===== src/rtl/top.sv =====
// ---------------------------------------------------------------------------
// top : ingredient-ID freshness checker
//
// Ranges {low, high, fresh} are written into a small input FIFO and drained,
// one per cycle, into a fixed-size range table.  Every cycle the registered
// check_addr is compared against all valid table entries.  An ID is fresh when it
// falls inside at least one fresh range and inside no spoiled range.
//
// Ports
//   clk               system clock, rising edge
//   rst               asynchronous active-low reset
//   check_addr        ID to classify, registered every cycle
//   out_fresh         registered verdict, valid two edges after check_addr
//   wr_en             write strobe for one range
//   input_range_low   inclusive lower bound
//   input_range_high  inclusive upper bound
//   input_range_fresh 1 = fresh range, 0 = spoiled (exclusion) range
//   fifo_ready        registered; FIFO accepts a write this cycle
//   table_full        (only with TABLE_FULL_OUT_EN) all table slots valid
//
// Build option: define TABLE_FULL_OUT_EN to add the table_full output.
// ---------------------------------------------------------------------------
module top #(
  parameter int ADDR_W     = 17,
  parameter int FIFO_DEPTH = 16,
  parameter int NUM_RANGES = 32
) (
  input  logic              clk,
  input  logic              rst,
  input  logic [ADDR_W-1:0] check_addr,
  output logic              out_fresh,
  input  logic              wr_en,
  input  logic [ADDR_W-1:0] input_range_low,
  input  logic [ADDR_W-1:0] input_range_high,
  input  logic              input_range_fresh,
  output logic              fifo_ready
`ifdef TABLE_FULL_OUT_EN
  ,
  output logic              table_full
`endif
);

  localparam int WORD_W = 2 * ADDR_W + 1;
  localparam int PTR_W  = $clog2(FIFO_DEPTH);
  localparam int FCNT_W = $clog2(FIFO_DEPTH + 1);
  localparam int TIDX_W = $clog2(NUM_RANGES);
  localparam int TCNT_W = $clog2(NUM_RANGES + 1);
  localparam logic [FCNT_W-1:0] FIFO_DEPTH_C = FCNT_W'(FIFO_DEPTH);
  localparam logic [TCNT_W-1:0] NUM_RANGES_C = TCNT_W'(NUM_RANGES);

  // Input FIFO
  logic [WORD_W-1:0] fifo_mem_q [FIFO_DEPTH];
  logic [PTR_W-1:0]  wr_ptr_q, rd_ptr_q;
  logic [FCNT_W-1:0] fifo_cnt_q, fifo_cnt_d;
  logic              fifo_ready_q, fifo_ready_d;
  logic              push, pop;
  logic [WORD_W-1:0] head_word;
  logic [ADDR_W-1:0] head_low, head_high;
  logic              head_fresh;

  // Range table
  logic [ADDR_W-1:0]     tbl_low_q  [NUM_RANGES];
  logic [ADDR_W-1:0]     tbl_high_q [NUM_RANGES];
  logic [NUM_RANGES-1:0] tbl_fresh_q;
  logic [NUM_RANGES-1:0] tbl_valid_q;
  logic [TCNT_W-1:0]     tbl_cnt_q, tbl_cnt_d;
  logic [TIDX_W-1:0]     tbl_idx;
  logic                  tbl_full;

  // Lookup pipeline
  logic [ADDR_W-1:0] addr_q;
  logic              out_fresh_q;
  logic              any_fresh, any_spoiled;

  assign push      = wr_en && fifo_ready_q;
  assign tbl_full  = (tbl_cnt_q == NUM_RANGES_C);
  // The table only grows, so the fill count doubles as the next free slot.
  assign pop       = (fifo_cnt_q != '0) && !tbl_full;
  assign tbl_idx   = tbl_cnt_q[TIDX_W-1:0];
  assign head_word = fifo_mem_q[rd_ptr_q];
  assign {head_low, head_high, head_fresh} = head_word;

  always_comb begin
    // NOTE: every always_comb output gets a default first so no latch is inferred.
    fifo_cnt_d = fifo_cnt_q;
    if (push && !pop) fifo_cnt_d = fifo_cnt_q + 1'b1;
    else if (pop && !push) fifo_cnt_d = fifo_cnt_q - 1'b1;
    fifo_ready_d = (fifo_cnt_d < FIFO_DEPTH_C);
    tbl_cnt_d    = pop ? tbl_cnt_q + 1'b1 : tbl_cnt_q;
  end

  // Spoiled matches veto fresh ones; an entry with low > high can never match.
  always_comb begin
    any_fresh   = 1'b0;
    any_spoiled = 1'b0;
    for (int i = 0; i < NUM_RANGES; i++) begin
      if (tbl_valid_q[i] && (tbl_low_q[i] <= addr_q) && (addr_q <= tbl_high_q[i])) begin
        if (tbl_fresh_q[i]) any_fresh = 1'b1;
        else                any_spoiled = 1'b1;
      end
    end
  end

  // NOTE: storage arrays are not reset; validity and pointers carry all state
  // that reset must clear, so the data words never need a reset.
  always_ff @(posedge clk) begin
    if (push) fifo_mem_q[wr_ptr_q] <= {input_range_low, input_range_high, input_range_fresh};
    if (pop) begin
      tbl_low_q[tbl_idx]   <= head_low;
      tbl_high_q[tbl_idx]  <= head_high;
      tbl_fresh_q[tbl_idx] <= head_fresh;
    end
  end

  // NOTE: sequential state uses non-blocking assignments only, so every
  // register samples pre-edge values regardless of statement order.
  always_ff @(posedge clk or negedge rst) begin
    if (!rst) begin
      wr_ptr_q     <= '0;
      rd_ptr_q     <= '0;
      fifo_cnt_q   <= '0;
      fifo_ready_q <= 1'b0;
      tbl_cnt_q    <= '0;
      tbl_valid_q  <= '0;
      addr_q       <= '0;
      out_fresh_q  <= 1'b0;
    end else begin
      if (push) wr_ptr_q <= wr_ptr_q + 1'b1;
      if (pop) begin
        rd_ptr_q             <= rd_ptr_q + 1'b1;
        tbl_valid_q[tbl_idx] <= 1'b1;
      end
      fifo_cnt_q   <= fifo_cnt_d;
      fifo_ready_q <= fifo_ready_d;
      tbl_cnt_q    <= tbl_cnt_d;
      addr_q       <= check_addr;
      out_fresh_q  <= any_fresh && !any_spoiled;
    end
  end

  assign out_fresh  = out_fresh_q;
  assign fifo_ready = fifo_ready_q;

`ifdef TABLE_FULL_OUT_EN
  logic table_full_q;

  always_ff @(posedge clk or negedge rst) begin
    if (!rst) table_full_q <= 1'b0;
    else      table_full_q <= (tbl_cnt_d == NUM_RANGES_C);
  end

  assign table_full = table_full_q;
`endif

endmodule


===== config.mk =====
export PLATFORM = sky130hd
export DESIGN_NAME = top
export DESIGN_NICKNAME = d
export VERILOG_FILES = /design/src/rtl/top.sv
export SDC_FILE = /design/constraint.sdc
export NUM_CORES = 2
export LEC_CHECK = 0
export BUFFER_PORTS_ARGS = -buffer_cell sky130_fd_sc_hd__buf_2
export CAP_MARGIN = 15
export CORE_UTILIZATION = 60
export CTS_CLUSTER_DIAMETER = 200
export DETAILED_ROUTE_END_ITERATION = 8
export PLACE_DENSITY = 0.76
export SLEW_MARGIN = 20
export SYNTH_ARGS = -nofsm -noshare
export SYNTH_HDL_FRONTEND = slang
export SYNTH_SLANG_ARGS = --single-unit

===== constraint.sdc =====
create_clock -name clk -period 9.25 [get_ports clk]
set_input_delay 0.925 -clock clk [delete_from_list [all_inputs] [get_ports clk]]
set_output_delay 0.925 -clock clk [all_outputs]
set_load 0.01 [all_outputs]

== After elaboration in Yosys (flattened, before gate mapping) ==
Memory sizes are Yosys's and may differ from the RTL's.
Cells that the tools add are included.

* Eq/ne operators: 1
* Reductions and logical operators: 75
* Add/subtract/negate cells: 5
* Order comparisons: 67
* Mux-type cells: 137
* Bitwise operators: 1

{| class="wikitable"
|+ Operators by type and width
! kind !! count
|-
| 17-bit less-or-equal comparator || 64
|-
| 1-bit two-way mux || 133
|-
| 1-bit logical AND || 70
|-
| 32-bit bitwise mux || 1
|-
| 32-bit OR || 1
|-
| 5-bit two-way mux || 2
|-
| 4-bit by 1-bit adder with 4-bit output, second input constant || 2
|-
| 6-bit by 1-bit adder with 6-bit output, second input constant || 1
|-
| 6-bit == test, second input constant || 1
|-
| 5-bit by 6-bit < comparator with 1-bit output, second input constant || 1
|-
| 5-bit by 1-bit adder with 5-bit output, second input constant || 1
|-
| 1-bit demux with 5-bit select || 1
|-
| 5-bit by 1-bit >= comparator with 1-bit output, second input constant || 1
|-
| 5-bit < comparator, second input constant || 1
|-
| 5-bit nonzero test || 1
|-
| 5-bit by 1-bit subtractor with 5-bit output, second input constant || 1
|-
| 1-bit logical NOT || 4
|}

* Memories: 3
* Bits of input ports: 55
* Bits in writable memories: 1648
* Logic and storage cells: 298
* Register bits: 102
* Output and inout bits: 2

{| class="wikitable"
|+ Memory list
! name !! depth !! bits a word !! rd ports !! clocked after memory_dff !! write ports !! line !! text
|-
| fifo_mem_q || 16 || 35 || 1 || 0 || 1 || 52 || <nowiki>logic [WORD_W-1:0] fifo_mem_q [FIFO_DEPTH];</nowiki>
|-
| tbl_high_q || 32 || 17 || 32 || 0 || 1 || 63 || <nowiki>logic [ADDR_W-1:0] tbl_high_q [NUM_RANGES];</nowiki>
|-
| tbl_low_q || 32 || 17 || 32 || 0 || 1 || 62 || <nowiki>logic [ADDR_W-1:0] tbl_low_q [NUM_RANGES];</nowiki>
|}

== Logic depth before layout (Yosys ltp) ==
* Word-level depth: 68
* Depth in mapped cells: 12
* Gate-level depth less buffers: 12

== Worst setup path after synthesis ==
Ideal clock, no wire load.

* Kind: register to register
* Start: register addr_q[9]
* End: register out_fresh_q, in the netlist out_fresh
* Setup slack: 5.128 ns
* Cell stages (with the launch flop): 13
* Library setup time: 0.135 ns
* Arrival: 3.987 ns
* Data required time: 9.115 ns
* Buffers on the path: 0
* Clock period less this slack: 4.122 ns
* Cells stage by stage: dfrtp_1 -> inv_1 -> ha_1 -> nand2_1 -> or2_1 -> nor2_1 -> a21oi_1 -> nor4_2 -> nor4b_1 -> a221o_1 -> or4_1 -> nor4_1 -> a211oi_1

* Longest elaborated chain between the ends: 68
* Elaborated cells on any way between the ends: 256
* Classes of those cells: 64 x order compare; 126 x mux; 66 x reduce/logical

{| class="wikitable"
|+ Ends and longest elaborated chain
! element !! line !! text
|-
| start: declaration || 71 || <nowiki>logic [ADDR_W-1:0] addr_q;</nowiki>
|-
| start signal: assignment || 136 || <nowiki>addr_q <= check_addr;</nowiki>
|-
| 17-bit less-or-equal comparator || 97 || <nowiki>if (tbl_valid_q[i] && (tbl_low_q[i] <= addr_q) && (addr_q <= tbl_high_q[i])) begin</nowiki>
|-
| 1-bit logical AND (2 in series) || 97 ||
|-
| 1-bit two-way mux || 97 ||
|-
| 1-bit two-way mux || 98 || <nowiki>if (tbl_fresh_q[i]) any_fresh = 1'b1;</nowiki>
|-
| 1-bit two-way mux || 97 ||
|-
| 1-bit two-way mux || 98 ||
|-
| 1-bit two-way mux || 97 ||
|-
| 1-bit two-way mux || 98 ||
|-
| [51 not listed] || - ||
|-
| 1-bit two-way mux || 98 ||
|-
| 1-bit two-way mux || 97 ||
|-
| 1-bit two-way mux || 98 ||
|-
| 1-bit two-way mux || 97 ||
|-
| 1-bit two-way mux || 98 ||
|-
| 1-bit two-way mux || 97 ||
|-
| 1-bit logical NOT || 137 || <nowiki>out_fresh_q <= any_fresh && !any_spoiled;</nowiki>
|-
| 1-bit logical AND (*) || 137 ||
|-
| end signal: assignment || 137 ||
|-
| end: declaration || 72 || <nowiki>logic out_fresh_q;</nowiki>
|}

Mark *: on every way between the ends. The rest lies on a longest branch, timed or not.
A chain may end at the register's enable or synchronous reset.

== Worst setup path in the final report ==
* Start: register addr_q[10]
* End: register out_fresh_q, in the netlist out_fresh

Same word-level chain as after synthesis.

==> qor.yml <==
setup_path:
  worstRegToRegCells: 14
  cp_slowest_stage_delay_ps: 660
  cp_common_cell: "buf_4"
  crit_path_cell_trace: "buf_4 > inv_2 > buf_4 > ha_1 > and4_1 > nand2_1 > a311o_1 > a31oi_1 > a21oi_1 > a32oi_1 > nand4_1 > nor4_1 > nand3_1 > a211oi_1"
  worstSetupPathType: "register to register"
  r2r_slack_ps: 4600
  cp_max_fo: 32
  crit_path_end_kind: "register"
  critPathSlowestCell: "dfrtp_2"
  critPathTopFamily: "compound AO/OA/AOI/OAI gates"
  worstPathArrival_ps: 5380
  required_ps: 9970
  r2r-end: "out_fresh$_DFF_PN0_"
  crit_buf_inv: 3
  reg2reg_from: "addr_q[10]$_DFF_PN0_"
  start_kind: "register"
timing:
  timing.hold.ws_ps: 210
  tns_ps: 0
  slew_violations: 0
  max_freq_mhz: 215
  tightest_slew_ps: 1210
  slew_headroom_pct: 19.3
  fin_crit_ps: 4650
  finalClockSkew_ps: 48.4
  finalHoldViolations: 0
  setup_viol: 0
  rsz0062_at_grt: "false"
  fin_crit_sh_pct: 50.3
die:
  core_area_sq_um: 138000
  die_w_um: 375
  initial_core_util_pct: 60.6
  chipHeight_um: 375
  ios: 57
  die-area_sq_um: 141000
  rows: 136
yosys:
  syn-instance-count: 5620
  yosys_warnings: 0
  ys_seq_area_share_pct: 62.5
  synth_flop_cell: "edfxtp_1"
  ys_ff_latch: 1750
  synth_edf_count: 1680
  ys_types: 81
  synth_nets: 6776
  async_reset_ff_share_pct: 4.00
  netlist_area_sq_um: 83500
  syn_area_per_cell_sq_um: 14.9
clocking:
  tritoncts: "done"
  htree_levels: 4
  root_buffer: "clkbuf_16"
  numCtsBuffers: 173
  clockBufferDepth: 3
  clk_pin_slew_ps: 60
  cts_sinks: 1750
  cts_resized: 0
  clock_latency_ps: 830
layout:
  nets: 7063
  final_util_pct: 67.7
  drive_gt1_share_pct: 12.0
  areaGrowthSynthToFinish_pct: 11.6
  stdcell_area_sq_um: 93300
route:
  route.detailed.wl_per_inst_um: 27.2
  drc_errors: 0
  vias: 50400
  ant_nets: 0
  drtIter0Drc: 5431
  finalWirelength_um: 214000
  drt_pre_antenna_iters: 6
  vias_per_cell: 6.42
power:
  power_leakage_uw: 0.0364
  vdd.ir_drop.worst_v: 0.000269
  powerDensity_nw_per_um2: 288
  power.total_uw: 26800
placed_design:
  numPortBuffers: 56
  hpwl_um: 121000
  dpl_cell_area_sq_um: 87000
  gp_congestion: 0.913
worst_hold_path:
  holdPathStages: 1
  hp-start: "check_addr[1]"
  holdCritPathClass: "primary input to register"
  hold_end: "addr_q[1]$_DFF_PN0_"
global_route:
  grt_max_degree: 96
  first_global_vias: 50600
  antenna_found_initial: 12
  grt_pass1_wl_um: 314000
  track_usage_pct: 30.5
  grt_remaining_overflow: 0
job:
  maxCapViolCount: 0
outcome:
  status: "completed"
[flip-flops by register name, indices dropped and copies added (netlist names)]
name,count
fifo_mem_q,560
tbl_high_q,544
tbl_low_q,544
tbl_fresh_q,32
tbl_valid_q,32
addr_q,17
tbl_cnt_q,6
fifo_cnt_q,5
rd_ptr_q,4
wr_ptr_q,4
fifo_ready,1
out_fresh,1
[worst max-delay path by stage]
stage / from / to / cells past startpoint
CTS: addr_q[10]$_DFF_PN0_ / out_fresh$_DFF_PN0_ / 14
floorplan: addr_q[9]$_DFF_PN0_ / out_fresh$_DFF_PN0_ / 12
global placement: addr_q[10]$_DFF_PN0_ / out_fresh$_DFF_PN0_ / 14
detailed placement: addr_q[10]$_DFF_PN0_ / out_fresh$_DFF_PN0_ / 14
finish: addr_q[10]$_DFF_PN0_ / out_fresh$_DFF_PN0_ / 14
global route: addr_q[10]$_DFF_PN0_ / out_fresh$_DFF_PN0_ / 14
[cell families after synthesis]
kind of cell	count (synthesis)	share of synthesized area [%]
buf+inv	679	3.05
flops	1750	62.5
fa+ha+maj	1101	16.5
mux	182	4.81
compound gates	895	6.74
simple gates	1002	6.30
xor+xnor	11	0.115
[synth_stat cells (8+ instances only)]
| master | instances | area share [%] |
|---|---|---|
| edfxtp_1 | 1680 | 60 |
| ha_1 | 1101 | 16 |
| inv_1 | 631 | 2.8 |
| a21oi_1 | 346 | 2.1 |
| nand2_1 | 257 | 1.2 |
| mux4_2 | 175 | 4.7 |
| nand4_1 | 163 | 1.2 |
| o21ai_0 | 158 | 0.95 |
| nor2_1 | 146 | 0.66 |
| nand3_1 | 141 | 0.84 |
| dfrtp_1 | 70 | 2.1 |
| a21o_1 | 65 | 0.58 |
| a211oi_1 | 55 | 0.49 |
| and4_1 | 53 | 0.56 |
| nor2b_1 | 42 | 0.31 |
| nor4_1 | 33 | 0.25 |
| clkbuf_1 | 30 | 0.13 |
| a221oi_1 | 26 | 0.27 |
| and3_1 | 26 | 0.19 |
| o211ai_1 | 25 | 0.22 |
| nand2b_1 | 24 | 0.18 |
| nor3_1 | 23 | 0.14 |
| or2_2 | 23 | 0.17 |
| a31oi_1 | 22 | 0.16 |
| a2111oi_0 | 20 | 0.21 |
| and2_1 | 20 | 0.15 |
| o21bai_1 | 19 | 0.17 |
| a221o_1 | 18 | 0.22 |
| buf_1 | 18 | 0.081 |
| o21a_1 | 17 | 0.15 |
| or4_1 | 16 | 0.14 |
| a21boi_0 | 15 | 0.13 |
| o31ai_1 | 13 | 0.12 |
| o22ai_1 | 11 | 0.082 |
| o221ai_1 | 9 | 0.094 |
| xnor2_1 | 8 | 0.084 |
[report_power, final]
| group | switching, uW | internal (uW) |
|---|---|---|
| combinational | 5530 | 2020 |
| sequential | 459 | 11500 |
| clock | 3110 | 4240 |
| total | 9100 | 17700 |
[stage by stage]
step / instances / setup slack, ps
after global placement: 7508 / 4840
after detailed placement: 7512 / 4750
final: 7850 / 4600
after CTS: 7836 / 4730
after global routing: 7849 / 4430
after floorplan: 5620 / 5130
[cell usage in the layout (no fill, tap or decap), types with 19 or more instances in the layout]
cell and n:
edfxtp_1 1680, ha_1 1101, inv_1 614, a21oi_1 346, nand2_1 257, mux4_2 175, clkbuf_16 174, nand4_1 163
o21ai_0 158, nand3_1 141, nor2_1 114, buf_4 86, a21o_1 65, a211oi_1 55, buf_2 55, and4_1 53
dfrtp_1 49, nor2b_1 42, nor4_1 33, nor2_4 32, clkinv_2 32, clkbuf_1 30, clkinv_1 27, a221oi_1 26
o211ai_1 25, bufinv_16 25, nand2b_1 24, or2_2 23, nor3_1 23, and3_1 22, a31oi_1 22, o21bai_1 19
a2111oi_0 19, dfrtp_2 19
[area by class of cell]
cell class | instances | area, sq um
fillers | 9106 | 44600
flip-flops and latches | 1750 | 52200
clock inverters | 113 | 1390
inverters | 631 | 2370
multi-input cells | 3191 | 29100
diodes | 1 | 2.50
well taps | 1794 | 2240
clock buffers | 210 | 4550
repair buffers | 160 | 1400
[layer usage]
metal / GRT usage [%] / vias to the layer above / part of all wire, %
met3: 4.71 / 547 / 7.9
met5: 0 / - / 0.025
met2: 50.7 / 2294 / 49
li1: - / 22400 / -
met1: 39.5 / 25100 / 39
met4: 14.4 / 8 / 4.8
[worst register-to-register path: stages, from the launching register on]
cell and delay [ps]:
dfrtp_2 660, buf_4 500, inv_2 60, buf_4 350
ha_1 440, and4_1 220, nand2_1 90, a311o_1 270
a31oi_1 500, a21oi_1 230, a32oi_1 210, nand4_1 170
nor4_1 520, nand3_1 130, a211oi_1 210
[what timing repair did]
item,in CTS,in global routing
buffers inserted,0,0
endpoints found under the hold margin,6,0
hold buffers,1,0
No activity file was read; power rests on OpenSTA's default activity.
